### src/rtl/grant_sequencer8.sv
// Round-robin request/grant controller for 8 clients: registered one-hot grant held across a transfer.
// Optional hold-timeout force-release is enabled with `define GRANT_SEQUENCER8_TIMEOUT_EN.
module grant_sequencer8 #(
    parameter int N        = 8,
    parameter int HOLD_MAX = 15
) (
    input  logic                 CLK,
    input  logic                 RESET,
    input  logic [N-1:0]         REQ,
    input  logic                 DONE,
    output logic [N-1:0]         GNT,
    output logic                 GNT_VALID,
    output logic [$clog2(N)-1:0] GNT_IDX,
    output logic                 TIMEOUT
);

    localparam int IDX_W = $clog2(N);

    if (N != 8) begin : g_bad_n
        $error("grant_sequencer8 supports only N = 8");
    end

    if (HOLD_MAX < 1 || HOLD_MAX > 255) begin : g_bad_hold_max
        $error("grant_sequencer8 HOLD_MAX must be in 1..255");
    end

    typedef enum logic [1:0] {
        IDLE    = 2'd0,
        GRANT   = 2'd1,
        RELEASE = 2'd2
    } state_t;

    state_t             state_q, state_d;
    logic [N-1:0]       gnt_q, gnt_d;
    logic [IDX_W-1:0]   gnt_idx_q, gnt_idx_d;
    logic [IDX_W-1:0]   last_q, last_d;

    logic [N-1:0]       shifted_last;
    logic [N-1:0]       above_mask;
    logic [N-1:0]       masked_req;
    logic [N-1:0]       pick_src;
    logic [N-1:0]       winner_oh;
    logic [IDX_W-1:0]   winner_idx;
    logic               release_req;

`ifdef GRANT_SEQUENCER8_TIMEOUT_EN
    localparam logic [7:0] HOLD_LAST = 8'(HOLD_MAX - 1);

    logic [7:0]         hold_cnt_q, hold_cnt_d;
    logic               timeout_q, timeout_d;
`endif

    // Priority starts just above the previous winner and wraps to the lowest requester.
    always_comb begin
        shifted_last = N'(2) << last_q;
        above_mask   = ~(shifted_last - N'(1));
        masked_req   = REQ & above_mask;
        pick_src     = (masked_req != '0) ? masked_req : REQ;
        winner_oh    = pick_src & ~(pick_src - N'(1));
        winner_idx   = '0;
        for (int i = 0; i < N; i++) begin
            if (winner_oh[i]) begin
                winner_idx = IDX_W'(i);
            end
        end
    end

    always_comb begin
        state_d     = state_q;
        gnt_d       = gnt_q;
        gnt_idx_d   = gnt_idx_q;
        last_d      = last_q;
        release_req = DONE || !REQ[gnt_idx_q];
`ifdef GRANT_SEQUENCER8_TIMEOUT_EN
        hold_cnt_d  = hold_cnt_q;
        timeout_d   = 1'b0;
`endif

        case (state_q)
            IDLE, RELEASE: begin
                gnt_d = '0;
                if (REQ != '0) begin
                    gnt_d     = winner_oh;
                    gnt_idx_d = winner_idx;
                    last_d    = winner_idx;
                    state_d   = GRANT;
`ifdef GRANT_SEQUENCER8_TIMEOUT_EN
                    hold_cnt_d = '0;
`endif
                end else begin
                    state_d = IDLE;
                end
            end

            GRANT: begin
                // A genuine release always wins over the timeout, so TIMEOUT never pulses with DONE.
                if (release_req) begin
                    gnt_d   = '0;
                    state_d = RELEASE;
`ifdef GRANT_SEQUENCER8_TIMEOUT_EN
                end else if (hold_cnt_q == HOLD_LAST) begin
                    gnt_d     = '0;
                    state_d   = RELEASE;
                    timeout_d = 1'b1;
                end else begin
                    hold_cnt_d = hold_cnt_q + 8'd1;
`endif
                end
            end

            default: begin
                gnt_d   = '0;
                state_d = IDLE;
            end
        endcase
    end

    always_ff @(posedge CLK) begin
        if (RESET) begin
            state_q   <= IDLE;
            gnt_q     <= '0;
            gnt_idx_q <= '0;
            last_q    <= IDX_W'(N - 1);
        end else begin
            state_q   <= state_d;
            gnt_q     <= gnt_d;
            gnt_idx_q <= gnt_idx_d;
            last_q    <= last_d;
        end
    end

`ifdef GRANT_SEQUENCER8_TIMEOUT_EN
    always_ff @(posedge CLK) begin
        if (RESET) begin
            hold_cnt_q <= '0;
            timeout_q  <= 1'b0;
        end else begin
            hold_cnt_q <= hold_cnt_d;
            timeout_q  <= timeout_d;
        end
    end

    assign TIMEOUT = timeout_q;
`else
    assign TIMEOUT = 1'b0;
`endif

    assign GNT       = gnt_q;
    assign GNT_VALID = |gnt_q;
    assign GNT_IDX   = gnt_idx_q;

endmodule

### config.mk
export PLATFORM = sky130hd
export DESIGN_NAME = grant_sequencer8
export DESIGN_NICKNAME = d
export VERILOG_FILES = /design/src/rtl/grant_sequencer8.sv
export SDC_FILE = /design/constraint.sdc
export NUM_CORES = 1
export LEC_CHECK = 0
export CAP_MARGIN = 20
export CORE_MARGIN = 1.5
export CORE_UTILIZATION = 46
export DETAILED_ROUTE_END_ITERATION = 12
export PLACE_DENSITY = 0.77
export SETUP_SLACK_MARGIN = 0.2
export SYNTH_ARGS = -nofsm -noshare
export SYNTH_HDL_FRONTEND = slang
export SYNTH_SLANG_ARGS = --single-unit
### constraint.sdc
create_clock -name CLK -period 2.4 [get_ports CLK]
set_input_delay 0.36 -clock CLK [delete_from_list [all_inputs] [get_ports CLK]]
set_output_delay 0.36 -clock CLK [all_outputs]
set_load 0.05 [all_outputs]
Yosys cells after proc, flatten, opt, wreduce, memory -nomap -nowiden
Cells that the tools add are included.
{ "op_classes": {"shift": 1, "addsub": 2, "n_reduce_logical": 8, "bitwise_logic": 4, "magnitude_cmp": 1, "n_mux": 16, "n_eq_ne": 3} }
{ "ops": {"columns": ["operator", "n"], "rows": [
  ["$mux W8", 3],
  ["$mux W3", 6],
  ["$and A8 B8 Y8", 2],
  ["$not A8 Y8", 2],
  ["$pmux W8 S2", 1],
  ["$reduce_bool A8 Y1", 2],
  ["$sub A8 B1 Y8 const B", 2],
  ["$reduce_or A8 Y1", 1],
  ["$shl A2 B3 Y8 const A", 1],
  ["$lt A3 B4 Y1 const B", 1],
  ["$pmux W2 S2", 1],
  ["$bmux W1 S3", 1],
  ["$mux W1", 3],
  ["$eq A2 B1 Y1 const B", 1],
  ["$eq A2 B2 Y1 const B", 1],
  ["$logic_not A2 Y1", 1],
  ["$mux W2", 1],
  ["$ne A2 B2 Y1 const B", 1],
  ["$reduce_and A2 Y1", 1],
  ["$reduce_or A2 Y1", 1],
  ["$logic_not A1 Y1", 1],
  ["$logic_or A1 B1 Y1", 1]
]} }
{ "totals": {"out_inout_bits": 13, "word_cells": 39, "inputBits": 11, "reg_bits": 16} }

Logic depth before layout (Yosys ltp)
Gate-level depths: netlist of run 1.
{ "logic_depth": {"word_depth": 16, "depth_mapped": 12} }

Least setup slack after synthesis of run 1
Ideal clock, no wire load.
{ "synth_path": {"path_type": "reg-to-reg", "start": "reg last_q[1]", "end": "reg gnt_q[6] (netlist: GNT[6])", "slack_ns": -0.164, "arrival_ns": 2.437, "n_path_buf": 1, "setup_ns": 0.127, "path_stages_with_launch": 12, "cell_sequence": "dfxtp_1 buf_4 nor3_1 inv_1 ha_1 or3b_1 o22ai_2 o31ai_2 o311ai_2 nand3b_4 o2bb2a_1 nor2_1"} }
{ "synth_via": {"elab_chain_cells": 11} }
{ "synth_rtl": {"columns": ["element", "line", "source"], "rows": [
  ["from (decl)", "36", "logic [IDX_W-1:0] last_q, last_d;"],
  ["from (signal assigned)", "123", "last_q <= IDX_W'(N - 1);"],
  ["from (signal assigned)", "128", "last_q <= last_d;"],
  ["$shl A2 B3 Y8 (*)", "55", "shifted_last = N'(2) << last_q;"],
  ["$sub A8 B1 Y8 (*)", "56", "above_mask = ~(shifted_last - N'(1));"],
  ["$not A8 Y8 (*)", "56", null],
  ["$and A8 B8 Y8 (*)", "57", "masked_req = REQ & above_mask;"],
  ["$reduce_bool A8 Y1", "58", "pick_src = (masked_req != '0) ? masked_req : REQ;"],
  ["$mux W8 (*)", "58", null],
  ["$sub A8 B1 Y8", "59", "winner_oh = pick_src & ~(pick_src - N'(1));"],
  ["$not A8 Y8", "59", null],
  ["$and A8 B8 Y8 (*)", "59", null],
  ["$mux W8 (*)", "82", "if (REQ != '0) begin"],
  ["$pmux W8 S2 (*)", "79", "case (state_q)"],
  ["to (signal assigned)", "126", "gnt_q <= gnt_d;"],
  ["to (decl)", "34", "logic [N-1:0] gnt_q, gnt_d;"]
]} }
Every way passes the cells marked *; elsewhere a longest branch is shown, timed or not.
A chain may end at the register's enable or synchronous reset.

Final worst setup path of run 1
{ "layout_path": {"start": "reg last_q[2]", "end": "reg gnt_idx_q[0] (netlist: GNT_IDX[0])"} }
{ "layout_via": {"elab_chain_cells": 16} }
{ "layout_rtl": {"columns": ["element", "line", "source"], "rows": [
  ["$shl A2 B3 Y8 (*)", "55", null],
  ["$sub A8 B1 Y8 (*)", "56", null],
  ["$not A8 Y8 (*)", "56", null],
  ["$and A8 B8 Y8 (*)", "57", null],
  ["$reduce_bool A8 Y1", "58", null],
  ["$mux W8 (*)", "58", null],
  ["$sub A8 B1 Y8", "59", null],
  ["$not A8 Y8", "59", null],
  ["$and A8 B8 Y8 (*)", "59", null],
  ["$mux W1", "62", "if (winner_oh[i]) begin"],
  ["$mux W3 (5 in a row)", "62", null],
  ["$mux W3 (*)", "62", null],
  ["to (signal assigned)", "127", "gnt_idx_q <= gnt_idx_d;"],
  ["to (decl)", "35", "logic [IDX_W-1:0] gnt_idx_q, gnt_idx_d;"]
]} }
Marked as above.

==> results of run 1 <==
[per-layer routing]
layer,vias to the layer above,part of all wire,GRT usage
li1,658,-,-
met1,671,0.39,0.333
met2,83,0.50,0.500
met3,25,0.069,0.0539
met4,0,0.044,0.164
met5,-,0,0
[state kept, by name (all words and copies together), names as in the netlist]
name	cells
GNT	8
GNT_IDX	3
last_q	3
state_q	2
[power breakdown]
part           switching [mW]  internal, mW
registers              0.0769         0.332
clock network          0.0876        0.0926
logic                   0.788         0.653
total                   0.953          1.08
[worst max-delay path, delay by kind of cell (launching register included)]
family                     cells  cell delay (ps)
buffers and inverters          2              250
AOI/OAI and AO/OA              3              560
and+or+nand+nor                4              640
adders and majority gates      1              180
DFF                            1              370
muxes                          1              310
[layout by cell type (no fill, tap or decap), drive strengths merged, types with 2 or more instances in the layout]
cell and instances:
nor4 3, nor2 19, mux4 2, o31ai 2, o21ai 6, a32oi 2, o211ai 2, nand3b 2
nand2b 4, o311ai 3, clkdlybuf4s50 21, mux2 3, o22ai 2, nand3 2, or3b 2, nor3 7
a21oi 11, and3 2, mux2i 2, clkbuf 4, o31a 2, nand2 14, or3 2, inv 7
dfxtp 16, nand4 2, a31oi 4, buf 35, o2bb2a 2
[stage by stage]
stage / utilization / hold WS [ps] / cells
after floorplan: - / 472 / 147
after global placement: 0.675 / 507 / 221
after detailed placement: 0.675 / 517 / 221
after CTS: 0.743 / 537 / 230
after global routing: 0.748 / 551 / 231
final: 0.748 / 538 / 231
[timing repair]
item,in CTS,in global routing
buffers inserted,5,1
setup endpoints to repair,15,15
hold buffers,0,0
gates resized for setup,20,2
pin swaps,9,3
[cell usage after synthesis (2+ instances only)]
cell	count
o311ai_2	2
a32oi_1	2
nand2b_4	2
nand2_1	13
mux4_2	2
and3_1	2
mux2_1	2
nor3_2	2
nor2_1	19
buf_4	2
o21ai_0	6
o31ai_2	2
inv_1	7
or3b_1	2
a21oi_1	10
a31oi_1	4
mux2i_1	2
nor4_1	3
nand3_1	2
buf_6	3
o31a_1	2
dfxtp_1	16
nand2b_1	2
o2bb2a_1	2
nor3_1	5
[area by class of cell]
cell class | count | share of cell area
well taps | 30 | 0.0197
multi-input cells | 117 | 0.519
repair buffers | 57 | 0.255
flip-flops and latches | 16 | 0.173
clock buffers | 4 | 0.0191
inverters | 7 | 0.0138
[how the worst max path moves through the flow]
stage	startpoint	end	slack, ps	cells past startpoint
floorplan	last_q[1]$_SDFFE_PP1P_	GNT[6]$_SDFFE_PP0P_	50	11
global placement	REQ[7]	GNT_IDX[0]$_SDFFE_PP0P_	-190	8
detailed placement	REQ[7]	GNT_IDX[0]$_SDFFE_PP0P_	-250	8
CTS	last_q[2]$_SDFFE_PP1P_	GNT_IDX[0]$_SDFFE_PP0P_	-10	10
global route	last_q[2]$_SDFFE_PP1P_	GNT_IDX[0]$_SDFFE_PP0P_	-120	11
finish	last_q[2]$_SDFFE_PP1P_	GNT_IDX[0]$_SDFFE_PP0P_	-40	11
[cells by family after synthesis]
family,Yosys count,synth area share
AND/OR/NAND/NOR,63,0.288
AO/OA/AOI/OAI,44,0.284
flip-flops,16,0.253
buffers and inverters,14,0.0781
multiplexers,7,0.0781
adder cells (fa/ha/maj),1,0.00988
other,1,0.00296
XOR/XNOR,1,0.00692
==> flow_summary_export.csv, run 1 <==
group,metric,value,unit
critical_path,reg2reg_slack,-40,ps
critical_path,slowest_stage,"o31ai_4",
floorplan,die_h,55.5,µm
grt,groute.usage.overall,0.290,
synthesis,syn_area_per_cell,8.61,µm²
floorplan,core.rowCount,18,
clocking,worst_skew_pair.late_latency,300,ps
place,portBuffers,22,
synthesis,ys_async_sr_fraction,0,
finish,diodes,0,
pwr,power_density,1070,mW/mm²
synthesis,yosysUniqueCellTypes,56,
floorplan,ioPinCount,24,
route,ant_nets,0,
critical_path,cp.arrival,2600,ps
critical_path,crit_type,"flop to flop",
pwr,power.total,2.03,mW
synthesis,ys.flop_type,"dfxtp_1",
sta,hold_viol,0,
synthesis,synthDominantCellAreaShare,0.253,
synthesis,synthTopCellsByArea,"dfxtp_1 25%, nor2_1 5.6%, a21oi_1 4.0%",
clocking,clockBufferDepth,2,
synthesis,yosysWarnings,0,
clocking,cts_buffers,3,
critical_path,worstPathCellList,"nor3_4 > inv_2 > ha_4 > buf_4 > nand2_2 > o2bb2ai_2 > o31ai_4 > nand2b_4 > mux2_4 > nand4_4 > a211oi_2",
outcome,status,"complete, but fails checks",
pwr,peakVddDrop,0.797,mV
clocking,path_clk_slew,100,ps
pwr,p_leak,0.766,nW
grt,grt_pass1_wl,7130,µm
synthesis,yosysTopAreaCell,"dfxtp_1",
worst_hold_path,min_from,"GNT_IDX[2]$_SDFFE_PP0P_",
sta,post-route-min-period,2440,ps
flow_run,cap_viol_max_count,0,
clocking,cts_tree,"done",
critical_path,rr_worst_depth,11,
route,first_pass_iters,4,
grt,overflow,0,
synthesis,syn-cell-area,0.00127,mm²
clocking,cts-root-buf,"clkbuf_4",
worst_hold_path,holdPathStages,2,
sta,maxSlewHeadroom,0.515,
grt,grt_pass1_vias,1522,
route,wl,4340,µm
sta,fin_crit_sh,1.02,
critical_path,rr_endpoint,"GNT_IDX[0]$_SDFFE_PP0P_",
finish,multi_input_area,988,µm²
finish,area_growth_syn_to_layout,50.3,%
route,routed_via_density,6.22,
synthesis,synth-seq-cells,16,
route,dr_total_vias,1437,
place,dpl_cell_area,0.00172,mm²
clocking,htree_levels,1,
sta,tightest_slew,724,ps
route,wl_per_cell,18.8,µm
route,drc,0,
finish,fillCellCount,182,
finish,seq_area,329,µm²
place,gp_congestion,0.960,
finish,drive_above_1_share,0.408,
sta,setup_violations,6,
sta,skew,11.0,ps
place,dp_slack,-253,ps
finish,design_area,0.00190,mm²
place,dp_hpwl,3220,µm
synthesis,synthCells,147,
sta,setup_slack,-40.1,ps
sta,max_freq,0.410,GHz
outcome,violations,"setup timing",
worst_hold_path,hp-class,"flop to flop",
floorplan,die-area,0.00308,mm²
synthesis,syn_nets,159,
sta,slew_viol_final,0,
floorplan,core_area,0.00254,mm²
sta,fin_tns_setup,-150,ps
grt,grt_max_degree,19,
sta,rsz0062_at_grt,"yes",
synthesis,synth_edf_count,0,
route,drtIter0Drc,48,
critical_path,start_kind,"flop",
critical_path,worst_setup_path_end_kind,"flop",
finish,finalNetCount,214,
critical_path,path_max_fanout,8,
clocking,clock_sinks,16,
critical_path,critPathRequiredTime,2560,ps
floorplan,die_x,55.5,µm
critical_path,cp_slowest_stage_delay,410,ps
critical_path,r2r-start,"last_q[2]$_SDFFE_PP1P_",
grt,grt_antenna_before_repair,0,
worst_hold_path,min_to,"GNT_IDX[2]$_SDFFE_PP0P_",
floorplan,initial_utilization,0.498,
synthesis,seq_area_frac_synth,0.253,
Power figures use the tool's default switching activity.
==> run 2, diff against run 1 <==
--- a/config.mk
+++ b/config.mk
@@ -10,7 +10,7 @@
 export CORE_UTILIZATION = 46
 export DETAILED_ROUTE_END_ITERATION = 12
 export PLACE_DENSITY = 0.77
-export SETUP_SLACK_MARGIN = 0.2
+export SETUP_SLACK_MARGIN = 0.5
 export SYNTH_ARGS = -nofsm -noshare
 export SYNTH_HDL_FRONTEND = slang
 export SYNTH_SLANG_ARGS = --single-unit
==> flow_summary_export.csv, run 2 (synthesis results as in run 1) <==
group,metric,value,unit
outcome,status,"complete, but fails checks",
outcome,violations,"setup timing",
sta,fin_tns_setup,-4.20,ps
route,wl_per_cell,17.5,µm
clocking,cts-root-buf,"clkbuf_4",
place,dp_slack,-104,ps
finish,drive_above_1_share,0.438,
clocking,cts_buffers,3,
clocking,worst_skew_pair.late_latency,300,ps
worst_hold_path,holdPathStages,2,
route,routed_via_density,5.99,
route,wl_met2,1980,µm
critical_path,rr_worst_depth,10,
finish,most-common-layout-cells,"34 x buf_4, 15 x nor2_1, 15 x clkdlybuf4s50_1, 13 x dfxtp_1, 9 x nand2_1",
sta,post-route-min-period,2400,ps
worst_hold_path,hp-class,"flop to flop",
clocking,path_clk_slew,100,ps
pwr,power.total,2.06,mW
sta,setup_slack,-4.20,ps
floorplan,core.rowCount,18,
grt,grt_pass1_wl,6640,µm
sta,rsz0062_at_grt,"yes",
clocking,clockBufferDepth,2,
place,gp_congestion,0.892,
floorplan,die_h,55.5,µm
flow_run,cap_viol_max_count,0,
route,wl,4050,µm
finish,diodes,0,
floorplan,core_area,0.00254,mm²
place,dp_hpwl,2860,µm
pwr,peakVddDrop,0.833,mV
route,wl_met1,1690,µm
finish,area_growth_syn_to_layout,53.1,%
critical_path,r2r-start,"last_q[1]$_SDFFE_PP1P_",
critical_path,path_max_fanout,5,
grt,grt_antenna_before_repair,0,
pwr,power_density,1060,mW/mm²
sta,max_freq,0.416,GHz
grt,overflow,0,
critical_path,cp.arrival,2570,ps
route,drtIter0Drc,44,
sta,setup_violations,1,
critical_path,crit_type,"flop to flop",
worst_hold_path,min_to,"GNT_IDX[2]$_SDFFE_PP0P_",
critical_path,rr_endpoint,"GNT_IDX[1]$_SDFFE_PP0P_",
critical_path,critPathRequiredTime,2570,ps
grt,grt_pass1_vias,1443,
place,portBuffers,22,
grt,groute.usage.overall,0.270,
route,drc,0,
finish,fillCellCount,177,
finish,final_common_cell,"buf_4",
sta,slew_viol_final,0,
finish,largest_reg_flops,8,
critical_path,reg2reg_slack,-4,ps
floorplan,die_x,55.5,µm
route,wl_met3,176,µm
worst_hold_path,min_from,"GNT_IDX[2]$_SDFFE_PP0P_",
route,first_pass_iters,4,
sta,maxSlewHeadroom,0.555,
clocking,htree_levels,1,
floorplan,ioPinCount,24,
pwr,p_leak,0.838,nW
floorplan,die-area,0.00308,mm²
finish,post-route-util,0.762,
critical_path,worst_setup_path_end_kind,"flop",
clocking,cts_tree,"done",
clocking,cts_hold_buf,0,
sta,hold_viol,0,
route,ant_nets,0,
sta,tightest_slew,665,ps
finish,finalNetCount,214,
floorplan,initial_utilization,0.498,
critical_path,start_kind,"flop",
clocking,clock_sinks,16,
grt,grt_max_degree,19,
route,top_layer,"met4",
sta,fin_crit_sh,1.00,
sta,skew,1.99,ps
route,dr_total_vias,1383,
## run 2: cell count changes in the layout (fill, tap and decap cells not counted), moves of 3 or more
| cell | change |
|---|---|
| nand2_1 | -3 |
| clkdlybuf4s50_1 | -6 |
| dlymetal6s2s_1 | +3 |
| nand2_2 | +3 |
| nor2_1 | -3 |
## run 2: final cells by class
| cell class | instances | area (µm²) | area share |
|---|---|---|---|
| clock buffers | 4 | 36.3 | 0.0187 |
| flip-flops and latches | 16 | 329 | 0.170 |
| well taps | 30 | 37.5 | 0.0194 |
| multi-input cells | 117 | 1020 | 0.526 |
| repair buffers | 57 | 489 | 0.252 |
| inverters | 7 | 26.3 | 0.0136 |
## run 2: metrics by stage
stage	instances	hold slack [ps]	instance area (µm²)
after global routing	231	532	1940
after detailed placement	217	479	1690
final	231	496	1940
after global placement	217	469	1690
after floorplan	147	494	1320
after CTS	226	493	1850
## run 2: worst max-delay path by stage
stage,end,depth (start not counted),slack (ps),startpoint
after floorplan,GNT[6]$_SDFFE_PP0P_,11,50,last_q[1]$_SDFFE_PP1P_
after global placement,GNT_IDX[0]$_SDFFE_PP0P_,8,-60,REQ[7]
after detailed placement,GNT_IDX[1]$_SDFFE_PP0P_,10,-100,last_q[0]$_SDFFE_PP1P_
after CTS,GNT[7]$_SDFFE_PP0P_,10,6,last_q[1]$_SDFFE_PP1P_
after global routing,GNT[3]$_SDFFE_PP0P_,11,-110,last_q[0]$_SDFFE_PP1P_
final,GNT_IDX[1]$_SDFFE_PP0P_,10,-4,last_q[1]$_SDFFE_PP1P_
## run 2: worst max-delay path, stage by stage (launching register included)
cell and delay [ps]:
dfxtp_4 380, nor2_2 170, nand2_2 90, ha_4 180
or3b_4 410, o22ai_4 150, o31ai_4 130, nand2b_4 180
o311ai_2 320, a21o_1 200, a21oi_2 60
## run 2: layer usage
layer | global-route usage | vias to the layer above
li1 | - | 655
met1 | 0.328 | 648
met2 | 0.435 | 61
met3 | 0.0422 | 19
met4 | 0.185 | 0
met5 | 0 | -
## run 2: power breakdown
group | total (mW) | switching, mW | internal (mW)
clock network | 0.186 | 0.0934 | 0.0926
registers | 0.409 | 0.0761 | 0.333
logic | 1.46 | 0.796 | 0.664
## run 2: repair_timing
item / in CTS / in global routing
endpoints found under the setup margin: 17 / 19
pin swaps: 12 / 12
gates resized for setup: 22 / 16
buffers inserted: 5 / 5
gates cloned: 0 / 0
==> run 3, diff against run 2 <==
--- a/config.mk
+++ b/config.mk
@@ -8,6 +8,7 @@
 export CAP_MARGIN = 20
 export CORE_MARGIN = 1.5
 export CORE_UTILIZATION = 46
+export CTS_CLUSTER_DIAMETER = 150
 export DETAILED_ROUTE_END_ITERATION = 12
 export PLACE_DENSITY = 0.77
 export SETUP_SLACK_MARGIN = 0.5
==> results of run 3 <==
No change in the layout: final DEF, timing and power equal those of run 2.
